### src/rtl/gsm_pkt_arbiter_pkg.sv
// Shared definitions for the GSM egress packet arbiter: FSM encoding and index-width helper.
package gsm_pkt_arbiter_pkg;

    localparam logic ST_IDLE = 1'b0;
    localparam logic ST_LOCK = 1'b1;

    typedef enum logic {
        S_IDLE = ST_IDLE,
        S_LOCK = ST_LOCK
    } arb_state_e;

    // Ceiling log2 with a floor of 1 so single-entry ranges still get a bit.
    function automatic int unsigned clogb(input int unsigned n);
        int unsigned w;
        w = 1;
        while ((64'd1 << w) < 64'(n)) w++;
        return w;
    endfunction

endpackage

### src/rtl/gsm_pkt_arbiter_if.sv
// Queue-side bundle of the egress arbiter; master drives requests, slave is the arbiter.
interface gsm_pkt_arbiter_if
    import gsm_pkt_arbiter_pkg::*;
#(
    parameter int unsigned NUM_PORT = 8
);
    localparam int unsigned IW = clogb(NUM_PORT);

    logic [NUM_PORT-1:0] req;
    logic [NUM_PORT-1:0] eop;
    logic                stall;
    logic [NUM_PORT-1:0] grant;
    logic [IW-1:0]       owner_id;
    logic                busy;
    logic                pkt_done;
    logic                err_len;
    logic                wd_abort;

    modport master (
        output req, eop, stall,
        input  grant, owner_id, busy, pkt_done, err_len, wd_abort
    );

    modport slave (
        input  req, eop, stall,
        output grant, owner_id, busy, pkt_done, err_len, wd_abort
    );

endinterface

### src/rtl/gsm_rr_pick.sv
// Rotating-priority search: first set req bit at or after ptr, wrapping. Pure combinational.
module gsm_rr_pick #(
    parameter int unsigned N  = 8,
    parameter int unsigned IW = 3
) (
    input  logic [N-1:0]  req_i,
    input  logic [IW-1:0] ptr_i,
    output logic [N-1:0]  onehot_o,
    output logic [IW-1:0] index_o,
    output logic          any_o
);
    localparam logic [IW:0] N_EXT = (IW+1)'(N);

    logic [IW:0]   pos;
    logic [IW-1:0] idx;
    logic          found;

    always_comb begin
        onehot_o = '0;
        index_o  = '0;
        pos      = '0;
        idx      = '0;
        found    = 1'b0;
        for (int k = 0; k < int'(N); k++) begin
            pos = {1'b0, ptr_i} + (IW+1)'(k);
            if (pos >= N_EXT) pos = pos - N_EXT;
            idx = pos[IW-1:0];
            if (!found && req_i[idx]) begin
                found         = 1'b1;
                onehot_o[idx] = 1'b1;
                index_o       = idx;
            end
        end
    end

    assign any_o = |req_i;

endmodule

### src/rtl/gsm_pkt_arbiter.sv
// Packet-aware round-robin egress arbiter: zero-cycle grant, status outputs lag one cycle, stall freezes all state.
// Optional GSM_ARB_WATCHDOG_EN releases a lock whose owner stays empty for WD_LIMIT unstalled cycles.
module gsm_pkt_arbiter
    import gsm_pkt_arbiter_pkg::*;
#(
    parameter int unsigned NUM_PORT  = 8,
    parameter int unsigned MAX_BEATS = 16,
    parameter int unsigned WD_LIMIT  = 255
) (
    input  logic              clk,
    input  logic              clr,
    gsm_pkt_arbiter_if.slave  arb
);
    localparam int unsigned   IW        = clogb(NUM_PORT);
    localparam int unsigned   BW        = clogb(MAX_BEATS + 1);
    localparam logic [BW-1:0] BEAT_MAX  = BW'(MAX_BEATS);
    localparam logic [IW-1:0] LAST_PORT = IW'(NUM_PORT - 1);

    if (NUM_PORT < 2 || MAX_BEATS < 2 || WD_LIMIT < 1) begin : g_param_chk
        $error("gsm_pkt_arbiter: NUM_PORT/MAX_BEATS must be >= 2, WD_LIMIT >= 1");
    end

    arb_state_e    state_q;
    logic [IW-1:0] ptr_q, owner_q, owner_id_q;
    logic [BW-1:0] beat_cnt_q, beat_cnt_d;
    logic          busy_q, pkt_done_q, err_len_q;

    logic [NUM_PORT-1:0] win_oh, grant_d;
    logic [IW-1:0]       win_idx, win_next_d, owner_next_d;
    logic                win_any, beat;

    gsm_rr_pick #(.N(NUM_PORT), .IW(IW)) u_pick (
        .req_i    (arb.req),
        .ptr_i    (ptr_q),
        .onehot_o (win_oh),
        .index_o  (win_idx),
        .any_o    (win_any)
    );

    always_comb begin
        grant_d = '0;
        if (!clr) begin
            if (state_q == S_IDLE) begin
                if (win_any && !arb.stall) grant_d = win_oh;
            end else if (arb.req[owner_q] && !arb.stall) begin
                grant_d[owner_q] = 1'b1;
            end
        end
    end

    assign beat         = |grant_d;
    assign beat_cnt_d   = beat_cnt_q + BW'(1);
    assign win_next_d   = (win_idx == LAST_PORT) ? '0 : win_idx + IW'(1);
    assign owner_next_d = (owner_q == LAST_PORT) ? '0 : owner_q + IW'(1);

`ifdef GSM_ARB_WATCHDOG_EN
    localparam int unsigned   WW     = clogb(WD_LIMIT + 1);
    localparam logic [WW-1:0] WD_MAX = WW'(WD_LIMIT);
    logic [WW-1:0] wd_cnt_q, wd_cnt_d;
    logic          wd_abort_q;
    assign wd_cnt_d = wd_cnt_q + WW'(1);
`endif

    always_ff @(posedge clk) begin
        if (clr) begin
            state_q    <= S_IDLE;
            ptr_q      <= '0;
            owner_q    <= '0;
            owner_id_q <= '0;
            beat_cnt_q <= '0;
            busy_q     <= 1'b0;
            pkt_done_q <= 1'b0;
            err_len_q  <= 1'b0;
`ifdef GSM_ARB_WATCHDOG_EN
            wd_cnt_q   <= '0;
            wd_abort_q <= 1'b0;
`endif
        end else begin
            pkt_done_q <= 1'b0;
`ifdef GSM_ARB_WATCHDOG_EN
            wd_abort_q <= 1'b0;
`endif
            case (state_q)
                S_IDLE: begin
`ifdef GSM_ARB_WATCHDOG_EN
                    wd_cnt_q <= '0;
`endif
                    if (beat) begin
                        owner_id_q <= win_idx;
                        if (arb.eop[win_idx]) begin
                            ptr_q      <= win_next_d;
                            pkt_done_q <= 1'b1;
                        end else begin
                            state_q    <= S_LOCK;
                            busy_q     <= 1'b1;
                            owner_q    <= win_idx;
                            beat_cnt_q <= BW'(1);
                        end
                    end
                end
                S_LOCK: begin
                    if (beat) begin
                        beat_cnt_q <= beat_cnt_d;
`ifdef GSM_ARB_WATCHDOG_EN
                        wd_cnt_q   <= '0;
`endif
                        // eop wins over the length limit when both land on the same beat
                        if (arb.eop[owner_q]) begin
                            state_q    <= S_IDLE;
                            busy_q     <= 1'b0;
                            ptr_q      <= owner_next_d;
                            pkt_done_q <= 1'b1;
                        end else if (beat_cnt_d == BEAT_MAX) begin
                            state_q    <= S_IDLE;
                            busy_q     <= 1'b0;
                            ptr_q      <= owner_next_d;
                            err_len_q  <= 1'b1;
                        end
                    end
`ifdef GSM_ARB_WATCHDOG_EN
                    else if (!arb.stall && !arb.req[owner_q]) begin
                        if (wd_cnt_d == WD_MAX) begin
                            state_q    <= S_IDLE;
                            busy_q     <= 1'b0;
                            ptr_q      <= owner_next_d;
                            wd_abort_q <= 1'b1;
                            wd_cnt_q   <= '0;
                        end else begin
                            wd_cnt_q   <= wd_cnt_d;
                        end
                    end
`endif
                end
                default: begin
                    state_q <= S_IDLE;
                    busy_q  <= 1'b0;
                end
            endcase
        end
    end

    assign arb.grant    = grant_d;
    assign arb.owner_id = owner_id_q;
    assign arb.busy     = busy_q;
    assign arb.pkt_done = pkt_done_q;
    assign arb.err_len  = err_len_q;
`ifdef GSM_ARB_WATCHDOG_EN
    assign arb.wd_abort = wd_abort_q;
`else
    assign arb.wd_abort = 1'b0;
`endif

endmodule

### src/flat_wrapper.sv
// flat-port wrapper written by rule: the top's interface ports become plain ports
module gsm_pkt_arbiter_flat import gsm_pkt_arbiter_pkg::*;
#(
    parameter int unsigned NUM_PORT  = 8,
    parameter int unsigned MAX_BEATS = 16,
    parameter int unsigned WD_LIMIT  = 255
)
  (clk, clr, arb_req, arb_eop, arb_stall, arb_grant, arb_owner_id, arb_busy, arb_pkt_done, arb_err_len, arb_wd_abort);
  gsm_pkt_arbiter_if #(.NUM_PORT(NUM_PORT)) arb_i ();
  input  logic clk;
  input  logic clr;
  input wire logic [$bits(arb_i.req)-1:0] arb_req;
  input wire logic [$bits(arb_i.eop)-1:0] arb_eop;
  input wire logic [$bits(arb_i.stall)-1:0] arb_stall;
  output wire logic [$bits(arb_i.grant)-1:0] arb_grant;
  output wire logic [$bits(arb_i.owner_id)-1:0] arb_owner_id;
  output wire logic [$bits(arb_i.busy)-1:0] arb_busy;
  output wire logic [$bits(arb_i.pkt_done)-1:0] arb_pkt_done;
  output wire logic [$bits(arb_i.err_len)-1:0] arb_err_len;
  output wire logic [$bits(arb_i.wd_abort)-1:0] arb_wd_abort;
  assign arb_i.req = arb_req;
  assign arb_i.eop = arb_eop;
  assign arb_i.stall = arb_stall;
  assign arb_grant = arb_i.grant;
  assign arb_owner_id = arb_i.owner_id;
  assign arb_busy = arb_i.busy;
  assign arb_pkt_done = arb_i.pkt_done;
  assign arb_err_len = arb_i.err_len;
  assign arb_wd_abort = arb_i.wd_abort;
  gsm_pkt_arbiter #(.NUM_PORT(NUM_PORT), .MAX_BEATS(MAX_BEATS), .WD_LIMIT(WD_LIMIT)) u_core (.clk(clk), .clr(clr), .arb(arb_i));
endmodule
### config.mk
export PLATFORM = sky130hd
export DESIGN_NAME = gsm_pkt_arbiter_flat
export DESIGN_NICKNAME = d
export VERILOG_FILES = /design/src/rtl/gsm_pkt_arbiter_pkg.sv /design/src/rtl/gsm_pkt_arbiter_if.sv /design/src/rtl/gsm_rr_pick.sv /design/src/rtl/gsm_pkt_arbiter.sv /design/src/flat_wrapper.sv
export SDC_FILE = /design/constraint.sdc
export NUM_CORES = 1
export LEC_CHECK = 0
export ABC_AREA = 1
export BUFFER_PORTS_ARGS = -buffer_cell sky130_fd_sc_hd__buf_2
export CAP_MARGIN = 20
export CORE_UTILIZATION = 50
export DETAILED_ROUTE_END_ITERATION = 8
export HOLD_SLACK_MARGIN = 0.1
export PLACE_DENSITY = 0.73
export SLEW_MARGIN = 20
export SYNTH_ARGS = -nofsm -noshare
export SYNTH_HDL_FRONTEND = slang
export SYNTH_SLANG_ARGS = --single-unit
### constraint.sdc
create_clock -name clk -period 2.9 [get_ports clk]
set_input_delay 0.145 -clock clk [delete_from_list [all_inputs] [get_ports clk]]
set_output_delay 0.145 -clock clk [all_outputs]
set_load 0.05 [all_outputs]
==> results.md <==
- Before antenna repair, the detailed router went through 6 iterations.
- The share of the synthesized area in the top cell type is 19.9%.
- The power density over the cells is 1290 nW/um2.
- The initial antenna violation count is 0.
- Across all hold checks on the routed design, the worst slack comes to 259 ps.
- Max-cap violations in this run came to 0.
- The post-synthesis instance total is 534.
- The cell area after synthesis is 2920 um2.
- The via count of the first global-routing pass came to 3464.
- The flow ran to the end, but the final reports show violations.
- For this design, the slowest cell found on the critical path is dfxtp_4.
- Setup violations remaining at the end of the flow were counted as 24.
- The worst setup path is of the flop to flop kind.
- STA puts the critical path data arrival time at 3190 ps.
- The switching portion of total power is 58.3%.
- The top achievable clock speed is 334 MHz.
- The synthesized net count is 563.
- The final worst-path setup slack is -96.1 ps.
- The design draws 5100 uW.
- The critical path's top delay family is simple AND/OR/NAND/NOR gates.
- The worst-case headroom to the max-slew limit is 47.9%.
- STA classifies the critical path endpoint as a flop.
- Clock skew on the completed layout was measured at 2.35 ps.
- Clock tree synthesis inserted a total of 3 buffers.
- Sorting the synthesized cells by area gives the leading types as nand2_1, nand3_1, dfxtp_1.
- The biggest cell delay along the critical path is 390 ps.
- The longest clock path from root to sink contains 2 buffers.
- The static leakage is 0.00201 uW.
- The post-synthesis sequential area ratio is 12.3%.
- The total global routing overflow is 0.
- The violation count after the first detailed-routing iteration is 430.
- The number of placement rows is 27.
- The HPWL after detailed placement is 7470 um.
- After Yosys synthesis, XOR and XNOR cells account for 0.600% of the synthesized area.
- The largest area contributor in the synthesized netlist is nand2_1.
- Clock-pin slew was measured on the worst setup and hold paths at 70 ps.
- STA classifies the critical path startpoint as a flop.
- The worst register-to-register path has a depth of 24.
- The maximum number of pins on one net before global-route repair is 23.
- The compound-gate portion of the synthesized area is 10.4%.
- Clock latency on the worst-skew pair, taken at its later pin, is 260 ps.
- The final layout contains 635 nets.
- Sequential cells burn 7.3% of the power.
- The number of hold-repair buffers added at the cts stage is 0.
- The floorplan step set the die height to 78.4 um.
- Setup repair after global routing could not meet its margin everywhere.
- The routed length on met3 is 893 um.
- Port buffering added 32 buffers.
- Counting buffers and inverters, the worst setup path is 24 cells deep.
- At the pin with the least slew margin, the transition time is 781 ps.
- The number of buffers and inverters on the critical path is 5.
- Compared with the post-synthesis result, the final layout area differs by 35.3%.
- The routed metal-1 wire length is 4120 um.
- The fraction of layout instances using a drive strength above 1 is 31.7%.
- The number of hold-slack violations in the final timing report is 0.
- The final number of max-transition violations is 0.
- The tree is rooted in a clkbuf_8.
- The wire length per cell is 14.8 um.
- The power spent charging and discharging nets is 2980 uW.
- The maximum vdd ir drop is 1.14 mV.
- The topmost layer with routed signal wires is met4.
- The part of the total power dissipated in combinational logic is 88.7%.
- The routed design has 10000 um of wire.
- The number of warnings reported in the yosys synthesis log is 0.
- After Yosys synthesis, full adders, half adders and majority gates account for 4.28% of the synthesized area.
- The tree built by TritonCTS fans out to 18 sinks.
- The total met2 wirelength after detailed routing is 4830 um.
- The count of nets left with antenna violations once routing finished came out at 0.
- The number of inserted diodes is 0.
- The number of top-level pins is 34.
- TritonCTS built the clock tree.
- Along the worst path, the maximum fanout reaches 8.
- For the worst setup path, the data required time is 3090 ps.
- Counting flops and latches in the post-synthesis netlist gives 18.
- The initial core utilization is 52.4%.
- The worst hold path passes through 2 cells.
- The area of the die is 6150 um2.
- Averaged over all synthesized cells, the footprint is 5.47 um2.
- The number of unique standard cell types used by synthesis is 44.
- The H-tree depth reported by CTS is 1.
- The DRC violations left is 0.
- The total via count in the routed design is 3829.
- The first-pass GRT wire length is 15900 um.
- The share of the cycle needed by the critical path after routing is 103%.
- The congestion estimate from routability-driven global placement came to 1.04.
- The largest family of logic cells by synthesized area is simple AND/OR/NAND/NOR gates.
- The overall routing resource usage is 32.6%.
- The share of cell area taken by muxes after synthesis is 0%.
- The routed via count divided by cell count is 5.66.
- Of the total synthesized cell area, the portion taken by AND, OR, NAND and NOR gates is 58.4%.
- The clock share of power is 4.1%.
- The checks that failed: negative setup slack.
- The die is 78.4 um wide.
- Subtracting the final worst setup slack from the clock period gives 3000 ps.
- The slack of the worst reg-to-reg path is -100 ps.
- The internal portion of the total power is 2130 uW.
- The min-delay analysis places its worst path in the category input pin to flop.
- The placeable core area is 5570 um2.
- The critical path goes through inv_4 > ha_4 > or2_1 > nand2_1 > inv_2 > nand2_2 > nand2_2 > inv_2 > nor2_4 > buf_6 > nand3_2 > nand3_2 > nor2_1 > nand3_2 > nand2_1 > nand2_1 > nand2_2 > nand2_2 > nor2_2 > nand2_4 > buf_6 > nand2_8 > nand2_1 > a21oi_2.
## power groups by stage
| stage | clock (uW) | combinational [uW] | sequential (uW) |
|---|---|---|---|
| detailed placement | 0 | 3700 | 372 |
| global placement | 0 | 3670 | 369 |
| finish | 208 | 4530 | 371 |
| floorplan | 0 | 2620 | 439 |
| CTS | 214 | 4130 | 370 |
| global route | 221 | 4870 | 377 |
## worst paths after layout
| kind | start | end |
|---|---|---|
| setup / recovery | flop | u_core.beat_cnt_q[2] |
| hold / removal | clr | u_core.beat_cnt_q[1] |
| setup reg to reg | flop | u_core.beat_cnt_q[2] |
| hold reg to reg | u_core.arb.err_len | u_core.arb.err_len |
## Yosys cell counts (all sizes together)
master	number
a21oi	23
xor2	2
o21a	6
and3	1
nor2	73
a22o	1
conb	1
nand4	13
o2111ai	1
nand3b	1
a221oi	1
inv	74
nor4	2
ha	10
clkbuf	4
nand3	83
or2	3
buf	15
nor3	12
a31oi	1
a211oi	1
o21ai	11
o31ai	1
dfxtp	18
o22ai	3
nor3b	1
nand2	171
a22oi	1
## registers in the layout, indices dropped and copies added, names as in the netlist, named ones only
signal,cells
u_core.owner_q,3
u_core.arb.err_len,1
u_core.state_q,1
u_core.arb.pkt_done,1
u_core.ptr_q,2
u_core.beat_cnt_q,5
u_core.arb.owner_id,3
u_core.arb.busy,1
## repair_timing
item	CTS	global route
buffers inserted	7	3
resized for setup	50	47
pin swaps	25	23
gates cloned	2	0
setup endpoints to repair	24	26
## cell families (layout without fill, tap and decap cells)
kind of cell,after synthesis,after routing
other cells,1,1
fa+ha+maj,10,10
flops,18,18
buf+inv,93,163
xor+xnor,2,2
compound gates,50,50
simple gates,360,361
## placed cells by master, fill, tap and decap left out, types with 9 or more instances in the layout
cell type	n
buf_4	48
nand3_4	9
nand2_2	26
dfxtp_1	16
nand2_1	134
nor2_1	64
buf_2	24
inv_1	58
buf_6	10
nand2_4	10
nand3_2	16
a21oi_1	18
nand3_1	59
nand4_1	10
nor3_1	12
## layout make-up
| cell class | instances | area (um2) |
|---|---|---|
| multi-input cells | 424 | 2490 |
| clock buffers | 4 | 55.1 |
| flip-flops and latches | 18 | 368 |
| well taps | 72 | 90.1 |
| repair buffers | 85 | 648 |
| fillers | 499 | 1620 |
| inverters | 74 | 303 |
## routing by layer
metal | track usage (%) | up-vias
met5 | 0 | -
met4 | 7.04 | 0
met3 | 5.47 | 17
met2 | 55.2 | 204
met1 | 43.0 | 1745
li1 | - | 1863
## stage by stage
stage | std cells | util (%) | area [um2] | setup slack, ps | setup TNS (ps)
after floorplan | 534 | - | 3000 | -7.99 | -8.85
after global placement | 661 | 61.9 | 3450 | -28.7 | -108
after detailed placement | 661 | 61.9 | 3450 | -111 | -1200
after CTS | 674 | 67.6 | 3770 | -32.3 | -75.7
after global routing | 677 | 70.9 | 3950 | -280 | -5170
final | 677 | 70.9 | 3950 | -96.1 | -1130
Note: power is estimated with default switching activity, not from simulation.
